--- src/rtl/frame_scanner.sv ---
// rtl/frame_scanner.sv - raster scanner that plots one full frame per start request
// Walks every (x,y) once, forwarding the sprite renderer's colour to the VGA adapter one cycle later.
module frame_scanner #(
  parameter int         H_MAX        = 160,
  parameter int         V_MAX        = 120,
  parameter logic [2:0] BLANK_COLOUR = 3'b000
) (
  input  logic       clock,
  input  logic       resetn,
  input  logic       start,
  input  logic       blank,
  input  logic [7:0] yasu_x_in,
  input  logic [6:0] yasu_y_in,
  output logic [7:0] scan_x,
  output logic [6:0] scan_y,
  output logic [7:0] sprite_x,
  output logic [6:0] sprite_y,
  input  logic [2:0] pix_color,
  output logic [7:0] vga_x,
  output logic [6:0] vga_y,
  output logic [2:0] vga_colour,
  output logic       vga_plot,
  output logic       busy,
  output logic       done
);

  typedef enum logic [1:0] {IDLE, SCAN, DONE} state_e;

  localparam logic [7:0] X_LAST = 8'(H_MAX - 1);
  localparam logic [6:0] Y_LAST = 7'(V_MAX - 1);

  state_e     state_q, state_d;
  logic [7:0] scan_x_q, scan_x_d;
  logic [6:0] scan_y_q, scan_y_d;
  logic [7:0] sprite_x_q, sprite_x_d;
  logic [6:0] sprite_y_q, sprite_y_d;
  logic       blank_q, blank_d;
  logic [7:0] vga_x_q, vga_x_d;
  logic [6:0] vga_y_q, vga_y_d;
  logic [2:0] vga_colour_q, vga_colour_d;
  logic       vga_plot_q, vga_plot_d;
  logic       done_q, done_d;

  always_comb begin
    state_d      = state_q;
    scan_x_d     = scan_x_q;
    scan_y_d     = scan_y_q;
    sprite_x_d   = sprite_x_q;
    sprite_y_d   = sprite_y_q;
    blank_d      = blank_q;
    vga_x_d      = vga_x_q;
    vga_y_d      = vga_y_q;
    vga_colour_d = vga_colour_q;
    vga_plot_d   = 1'b0;
    done_d       = 1'b0;
    case (state_q)
      IDLE: begin
        if (start) begin
          state_d    = SCAN;
          scan_x_d   = '0;
          scan_y_d   = '0;
          sprite_x_d = yasu_x_in;
          sprite_y_d = yasu_y_in;
          blank_d    = blank;
        end
      end
      SCAN: begin
        // The renderer answers combinationally for the current scan point, so register it here.
        vga_x_d      = scan_x_q;
        vga_y_d      = scan_y_q;
        vga_colour_d = blank_q ? BLANK_COLOUR : pix_color;
        vga_plot_d   = 1'b1;
        if (scan_x_q == X_LAST) begin
          scan_x_d = '0;
          if (scan_y_q == Y_LAST) begin
            scan_y_d = '0;
            state_d  = DONE;
          end else begin
            scan_y_d = scan_y_q + 7'd1;
          end
        end else begin
          scan_x_d = scan_x_q + 8'd1;
        end
      end
      DONE: begin
        done_d  = 1'b1;
        state_d = IDLE;
      end
      default: state_d = IDLE;
    endcase
  end

  always_ff @(posedge clock or negedge resetn) begin
    if (!resetn) begin
      state_q      <= IDLE;
      scan_x_q     <= '0;
      scan_y_q     <= '0;
      sprite_x_q   <= '0;
      sprite_y_q   <= '0;
      blank_q      <= 1'b0;
      vga_x_q      <= '0;
      vga_y_q      <= '0;
      vga_colour_q <= '0;
      vga_plot_q   <= 1'b0;
      done_q       <= 1'b0;
    end else begin
      state_q      <= state_d;
      scan_x_q     <= scan_x_d;
      scan_y_q     <= scan_y_d;
      sprite_x_q   <= sprite_x_d;
      sprite_y_q   <= sprite_y_d;
      blank_q      <= blank_d;
      vga_x_q      <= vga_x_d;
      vga_y_q      <= vga_y_d;
      vga_colour_q <= vga_colour_d;
      vga_plot_q   <= vga_plot_d;
      done_q       <= done_d;
    end
  end

  assign scan_x     = scan_x_q;
  assign scan_y     = scan_y_q;
  assign sprite_x   = sprite_x_q;
  assign sprite_y   = sprite_y_q;
  assign vga_x      = vga_x_q;
  assign vga_y      = vga_y_q;
  assign vga_colour = vga_colour_q;
  assign vga_plot   = vga_plot_q;
  assign busy       = (state_q != IDLE);
  assign done       = done_q;

endmodule

--- config.mk ---
export PLATFORM = sky130hd
export DESIGN_NAME = frame_scanner
export DESIGN_NICKNAME = d
export VERILOG_FILES = /design/src/rtl/frame_scanner.sv
export SDC_FILE = /design/constraint.sdc
export NUM_CORES = 1
export LEC_CHECK = 0
export CORE_AREA = 4 4 86 88
export DETAILED_ROUTE_END_ITERATION = 16
export DIE_AREA = 0 0 90 92
export GPL_ROUTABILITY_DRIVEN = 0
export PLACE_DENSITY = 0.61
export SYNTH_ARGS = -nofsm -noshare
export SYNTH_HDL_FRONTEND = slang
export SYNTH_SLANG_ARGS = --single-unit
--- constraint.sdc ---
create_clock -name clock -period 1.75 [get_ports clock]
set_input_delay 0.2625 -clock clock [delete_from_list [all_inputs] [get_ports clock]]
set_output_delay 0.2625 -clock clock [all_outputs]
set_load 0.02 [all_outputs]
=== After elaboration in Yosys (flattened, before gate mapping) ===
Cells that the tools add are included.

* Register bits: 53
* Bits of input ports: 22
* Output and inout bits: 51
* Word-level logic and storage cells: 41

* Add/subtract/negate cells: 2
* Equal/unequal tests: 7
* Muxes and demuxes: 14
* Reduce and logical (&&, ||, !) cells: 7

{| class="wikitable"
|+ Operators with widths
! kind !! count
|-
| 7-bit two-way mux || 3
|-
| 8-bit two-way mux || 2
|-
| 8-bit case mux with 2 select lines || 1
|-
| 7-bit case mux with 2 select lines || 1
|-
| 8-bit by 1-bit adder with 8-bit output, second input constant || 1
|-
| 8-bit equality test, second input constant || 1
|-
| 7-bit by 1-bit adder with 7-bit output, second input constant || 1
|-
| 7-bit equality test, second input constant || 1
|-
| 2-bit two-way mux || 3
|-
| 2-bit != test, second input constant || 3
|-
| 3-bit AND reduction || 2
|-
| 2-bit case mux with 2 select lines || 1
|-
| 2-bit AND reduction || 2
|-
| 2-bit nonzero test || 2
|-
| 3-bit two-way mux || 1
|-
| 2-bit by 1-bit equality test with 1-bit output, second input constant || 1
|-
| 2-bit equality test, second input constant || 1
|-
| 2-bit logical NOT || 1
|-
| 1-bit two-way mux || 2
|}

=== Logic depth before layout (Yosys ltp) ===
* Depth in word-level cells: 4
* Depth in mapped cells: 6
* Gate-level depth less buffers: 5

=== Worst setup path after synthesis ===
OpenSTA, ideal clock, no wires.

* Kind: reg-to-reg
* Start: register scan_x_q[0], in the netlist scan_x[0]
* End: register scan_x_q[3], in the netlist scan_x[3]
* Setup time: 83 ps
* Arrival: 1627 ps
* Data required time: 1667 ps
* Setup slack: 40 ps
* Stages on the path, launching flop included: 7
* Period minus slack after synthesis: 1710 ps
* Path through: dfrtp_1 > ha_1 > and4_1 > buf_4 > a21o_1 > or3_1 > o21ai_0

* Word-level cells in the longest chain between the ends: 3

{| class="wikitable"
|+ Ends and longest elaborated chain
! item !! RTL line !! text
|-
| start, declared || 33 || <nowiki>logic [7:0] scan_x_q, scan_x_d;</nowiki>
|-
| start signal, assigned || 108 || <nowiki>scan_x_q <= scan_x_d;</nowiki>
|-
| 8-bit by 1-bit adder with 8-bit output / 8-bit equality test (equally long branches) || 82, 73 ||
|-
| 8-bit two-way mux (*) || 73 || <nowiki>if (scan_x_q == X_LAST) begin</nowiki>
|-
| 8-bit case mux with 2 select lines (*) || 56 || <nowiki>case (state_q)</nowiki>
|}

Mark *: on every way between the ends. The rest lies on a longest branch, timed or not.
A chain may end at the register's enable or synchronous reset.

=== Worst setup path after layout ===
* Start: register scan_x_q[2], in the netlist scan_x[2]
* End: output port scan_x[2]

{| class="wikitable"
|+ RTL lines
! item !! RTL line !! text
|-
| end, declared || 14 || <nowiki>output logic [7:0] scan_x,</nowiki>
|}

No word-level cell between the ends.

==> results list <==
- CTS tree: yes
* Pre-CTS setup slack: 0.0754 ns
- Largest net degree at the start of global routing: 34
- Mean post-synth cell area: 10.6 sq um
- Net count reported at finish: approximately 330
- Mapped cell area: about 2300 sq um
- Total via count after detailed routing: 1819
- STA classifies the critical path endpoint as a primary output.
- Source of the worst register-to-register timing path: scan_x[0]
- Termination of the worst setup path: scan_x[2]
- In this run the deepest clock path goes through 2 buffers.
* Final worst-path setup slack: ~0.078 ns
- After detailed routing, the average wire length per cell comes to 13.8 microns.
- Core region area: about 6600 sq um
- On the final layout, the worst clock skew is ~0.0046 ns.
- Max IR drop VDD: 0.739 mV
- Global routing finished with a remaining overflow of 0.
- Once placement finished, the instance area stood at between 3000 and 4000 sq um.
- At the worst endpoint, the arrival time is 1.41 ns.
- The H-tree was split into 2 levels.
* Sum of negative setup slack: 0 ns
- The synthesized design contains 53 register bits.
- Number of placed instances with taps included: 373
* Chip Width: 90 microns
* Clock Sinks: 53
- Slew at the pin with the worst max-slew slack: 0.428 ns
- Iteration-0 DRC Markers: 113
- Clock period minus final worst setup slack: 1.67 ns
* WS Path Type: flip-flop to primary output
- Max-cap check violation count: 0
- The portion of synthesized area spent on multiplexers is under 10%.
* Worst hold slack: 0.472 ns
- Num CTS Buffers: 5
- Once layout is done, the placed cells without fillers occupy 3270 sq um.
* Number of nets still failing antenna checks after routing: 0
- The path class of the tightest hold or removal check is primary input to asynchronous set/reset pin.
- Port buffering added 72 buffers.
- Antenna diode instance count: 0
- Routed Wire Length: ~5.3 mm
- Final Hold Fails: 0
- In this run the worst setup path begins at scan_x[2].
* Vert. Die Dim: 92 microns
- Maximum operating frequency: around 600 MHz
- Summed over all cells, the static leakage comes to 1.45 nW.
- Top-level I/O count: 73
- Synthesis handed over a netlist of approximately 210 instances.
- Setup repair after global routing left no endpoint under its margin.
- Worst reg-to-reg path cell count: 5
- The initial antenna violation count came to 0.
- For this run, the number of standard cells in the final layout without fillers is 381.
- In the routed design, unresolved DRC markers number 0.
- Summing the areas of all compound-gate instances in the mapped netlist gives under 10% of the synthesized area.
- The number of max-slew violations in the final report was 0.
- Adder-cell share of the synthesized area: 1.11%
- Detailed placement finished with a half-perimeter wire length of 3.87 mm.
- Top fanout value on the critical path: 6
- Setup Fix Bufs, Post-CTS: 0
- For the worst setup path, the data required time is between 1 and 1.5 ns.
* Clock slew seen by the registers of the worst setup and hold paths: ~0.09 ns
- Detailed Routing Iterations Pass 1: 4
* Sequential-to-total area share from yosys stat: 58.9%
- Of the available clock period, the critical path in the final layout requires 95.5%.
- Power per Cell Area: 1190 nW/um^2
- When the netlist entered floorplanning its net count stood at 236.
- Routed vias/inst: 4.77
* Clock tree root buffer cell: sky130_fd_sc_hd__clkbuf_8
- The die covers 8280 sq um.
- Worst reg2reg setup slack: 0.12 ns
- The worst register-to-register path ends at scan_x[3].
- Wire length of the first global-routing pass: 9.04 mm
- Synth cell types: 37
* Main combinational cell family by area after synthesis: simple AND/OR/NAND/NOR gates
- The via count of the first global-routing pass was 1830.
- Headroom to the max-slew limit: roughly 70%
- After floorplanning, the core was divided into 30 placement rows.
* Share of the synthesized netlist area taken by xor and xnor gates: 0.389%
* Initial cell density of the core: 33.9%
- For the worst-skew pair, the clock arrives at the later sink with an insertion delay of 0.29 ns.
- Crit start category: flip-flop
* Growth of design area from synthesis to finish: 45.2%
* Proportion of layout cells with a drive suffix above 1: between 10% and 20%
* Synthesis Warnings: 0
- Run status: finished clean
- Setup violations remaining at the end of the flow were counted as 0.
- Simple-gate share of the synthesized area: 19.1%
- Total routing usage reported by global routing: between 10% and 20%
-- final cells by class --
class,instances,area [sq um]
Fill cell,631,3370
Sequential cell,53,1330
Multi-Input combinational cell,146,868
Inverter,5,18.8
Tap cell,80,100
Clock buffer,7,86.3
Timing Repair Buffer,90,870
-- cell usage in the layout, fill, tap and decap left out, types with 2 or more instances in the layout --
cell type,Yosys,routed
sky130_fd_sc_hd__clkdlybuf4s50_1,0,68
sky130_fd_sc_hd__nand2_1,58,58
sky130_fd_sc_hd__dfrtp_1,53,52
sky130_fd_sc_hd__o21ai_0,20,20
sky130_fd_sc_hd__mux2_2,16,16
sky130_fd_sc_hd__buf_4,2,16
sky130_fd_sc_hd__nand3_1,8,8
sky130_fd_sc_hd__clkbuf_8,0,6
sky130_fd_sc_hd__a21oi_1,6,5
sky130_fd_sc_hd__inv_1,4,4
sky130_fd_sc_hd__nand3b_1,3,3
sky130_fd_sc_hd__nand4_1,3,3
sky130_fd_sc_hd__nand2b_1,2,2
sky130_fd_sc_hd__and3_1,2,2
sky130_fd_sc_hd__and4_1,2,2
sky130_fd_sc_hd__or3_1,2,2
sky130_fd_sc_hd__o22ai_1,2,2
sky130_fd_sc_hd__nor2_1,2,2
sky130_fd_sc_hd__a31oi_1,2,2
sky130_fd_sc_hd__nor3_1,2,2
sky130_fd_sc_hd__ha_1,2,2
sky130_fd_sc_hd__dlymetal6s2s_1,0,2
-- cell usage after synthesis (all sizes together) --
cell type / number / share of area [%]
or3: 2 / 0.56
and4: 2 / 0.78
o21ai: 21 / 4.7
clkbuf: 1 / 0.17
nand2: 58 / 9.7
mux2: 16 / 8.0
buf: 7 / 2.1
a31oi: 3 / 1.1
and2: 1 / 0.28
inv: 5 / 0.83
nand3: 8 / 1.8
nand3b: 3 / 1.0
or2: 1 / 0.28
nor2: 2 / 0.33
a211oi: 1 / 0.33
o21bai: 1 / 0.33
ha: 2 / 1.1
a21oi: 7 / 1.7
nor3b: 2 / 1.4
o22ai: 2 / 0.56
nand2b: 2 / 0.56
nor3: 2 / 0.44
and3: 2 / 0.56
dfrtp: 53 / 59
nor2b: 1 / 0.28
o21ba: 1 / 0.44
xnor2: 1 / 0.39
and2b: 1 / 0.33
nand4: 3 / 0.83
a21o: 1 / 0.33
-- sequential cells by signal, indices dropped and copies added, names as in the netlist --
signal,count
done,1
scan_y,7
sprite_y,7
vga_colour,3
vga_plot,1
state_q,2
vga_y,7
blank_q,1
scan_x,8
vga_x,8
sprite_x,8
-- worst max-delay path, cell delays in order, from the launching register on --
cell and delay, ns:
sky130_fd_sc_hd__dfrtp_1 0.37, sky130_fd_sc_hd__buf_4 0.15, sky130_fd_sc_hd__clkdlybuf4s50_1 0.60
-- through the flow --
stage | util, % | total power [mW]
finish | 49.2 | 3.88
global route | 49.2 | 4.16
CTS | 49.0 | 3.94
detailed placement | 47.5 | 3.25
global placement | 47.5 | 3.22
floorplan | - | 2.38
-- kinds of logic (layout without fill, tap and decap cells) --
| family | Yosys count | in the layout |
|---|---|---|
| buffers and inverters | 13 | 102 |
| AND/OR/NAND/NOR | 90 | 90 |
| AO/OA/AOI/OAI | 37 | 37 |
| multiplexers | 16 | 16 |
| XOR/XNOR | 1 | 1 |
| adder cells (fa/ha/maj) | 2 | 2 |
| flip-flops | 53 | 53 |
-- what timing repair did --
action | in CTS | in global routing
setup endpoints to repair | 1 | 5
gates resized for setup | 1 | 5
gates cloned | 0 | 0
endpoints found under the hold margin | 25 | 0
hold buffers | 1 | 0
-- report_power, final --
part,leakage (nW),switching (mW),internal (mW),total (mW)
clock,0.0443,0.359,0.314,0.673
sequential,0.649,0.195,1.49,1.69
combinational,0.756,0.770,0.747,1.52
total,1.45,1.32,2.56,3.88
-- how the worst min path moves through the flow --
stage / startpoint / endpoint / slack [ns] / cells after the start
final: resetn / vga_y[5] / 0.47 / 3
after global routing: vga_colour[1] / vga_colour[1] / 0.50 / 2
after CTS: resetn / vga_y[5] / 0.47 / 3
after detailed placement: resetn / vga_y[5] / 0.26 / 2
after global placement: resetn / vga_y[4] / 0.25 / 2
after floorplan: resetn / blank_q / -0.03 / 0
-- routing by layer --
layer  wire [microns]  global-route usage, %  share of wire [%]  up-vias
li1                 -                      -                  -      905
met1             2430                   18.2                 46      863
met2             2480                   20.4                 47       44
met3              287                   3.45                5.5        7
met4               56                   3.95                1.1        0
met5                0                      0                  0        -
No activity file was read; power rests on OpenSTA's default activity.
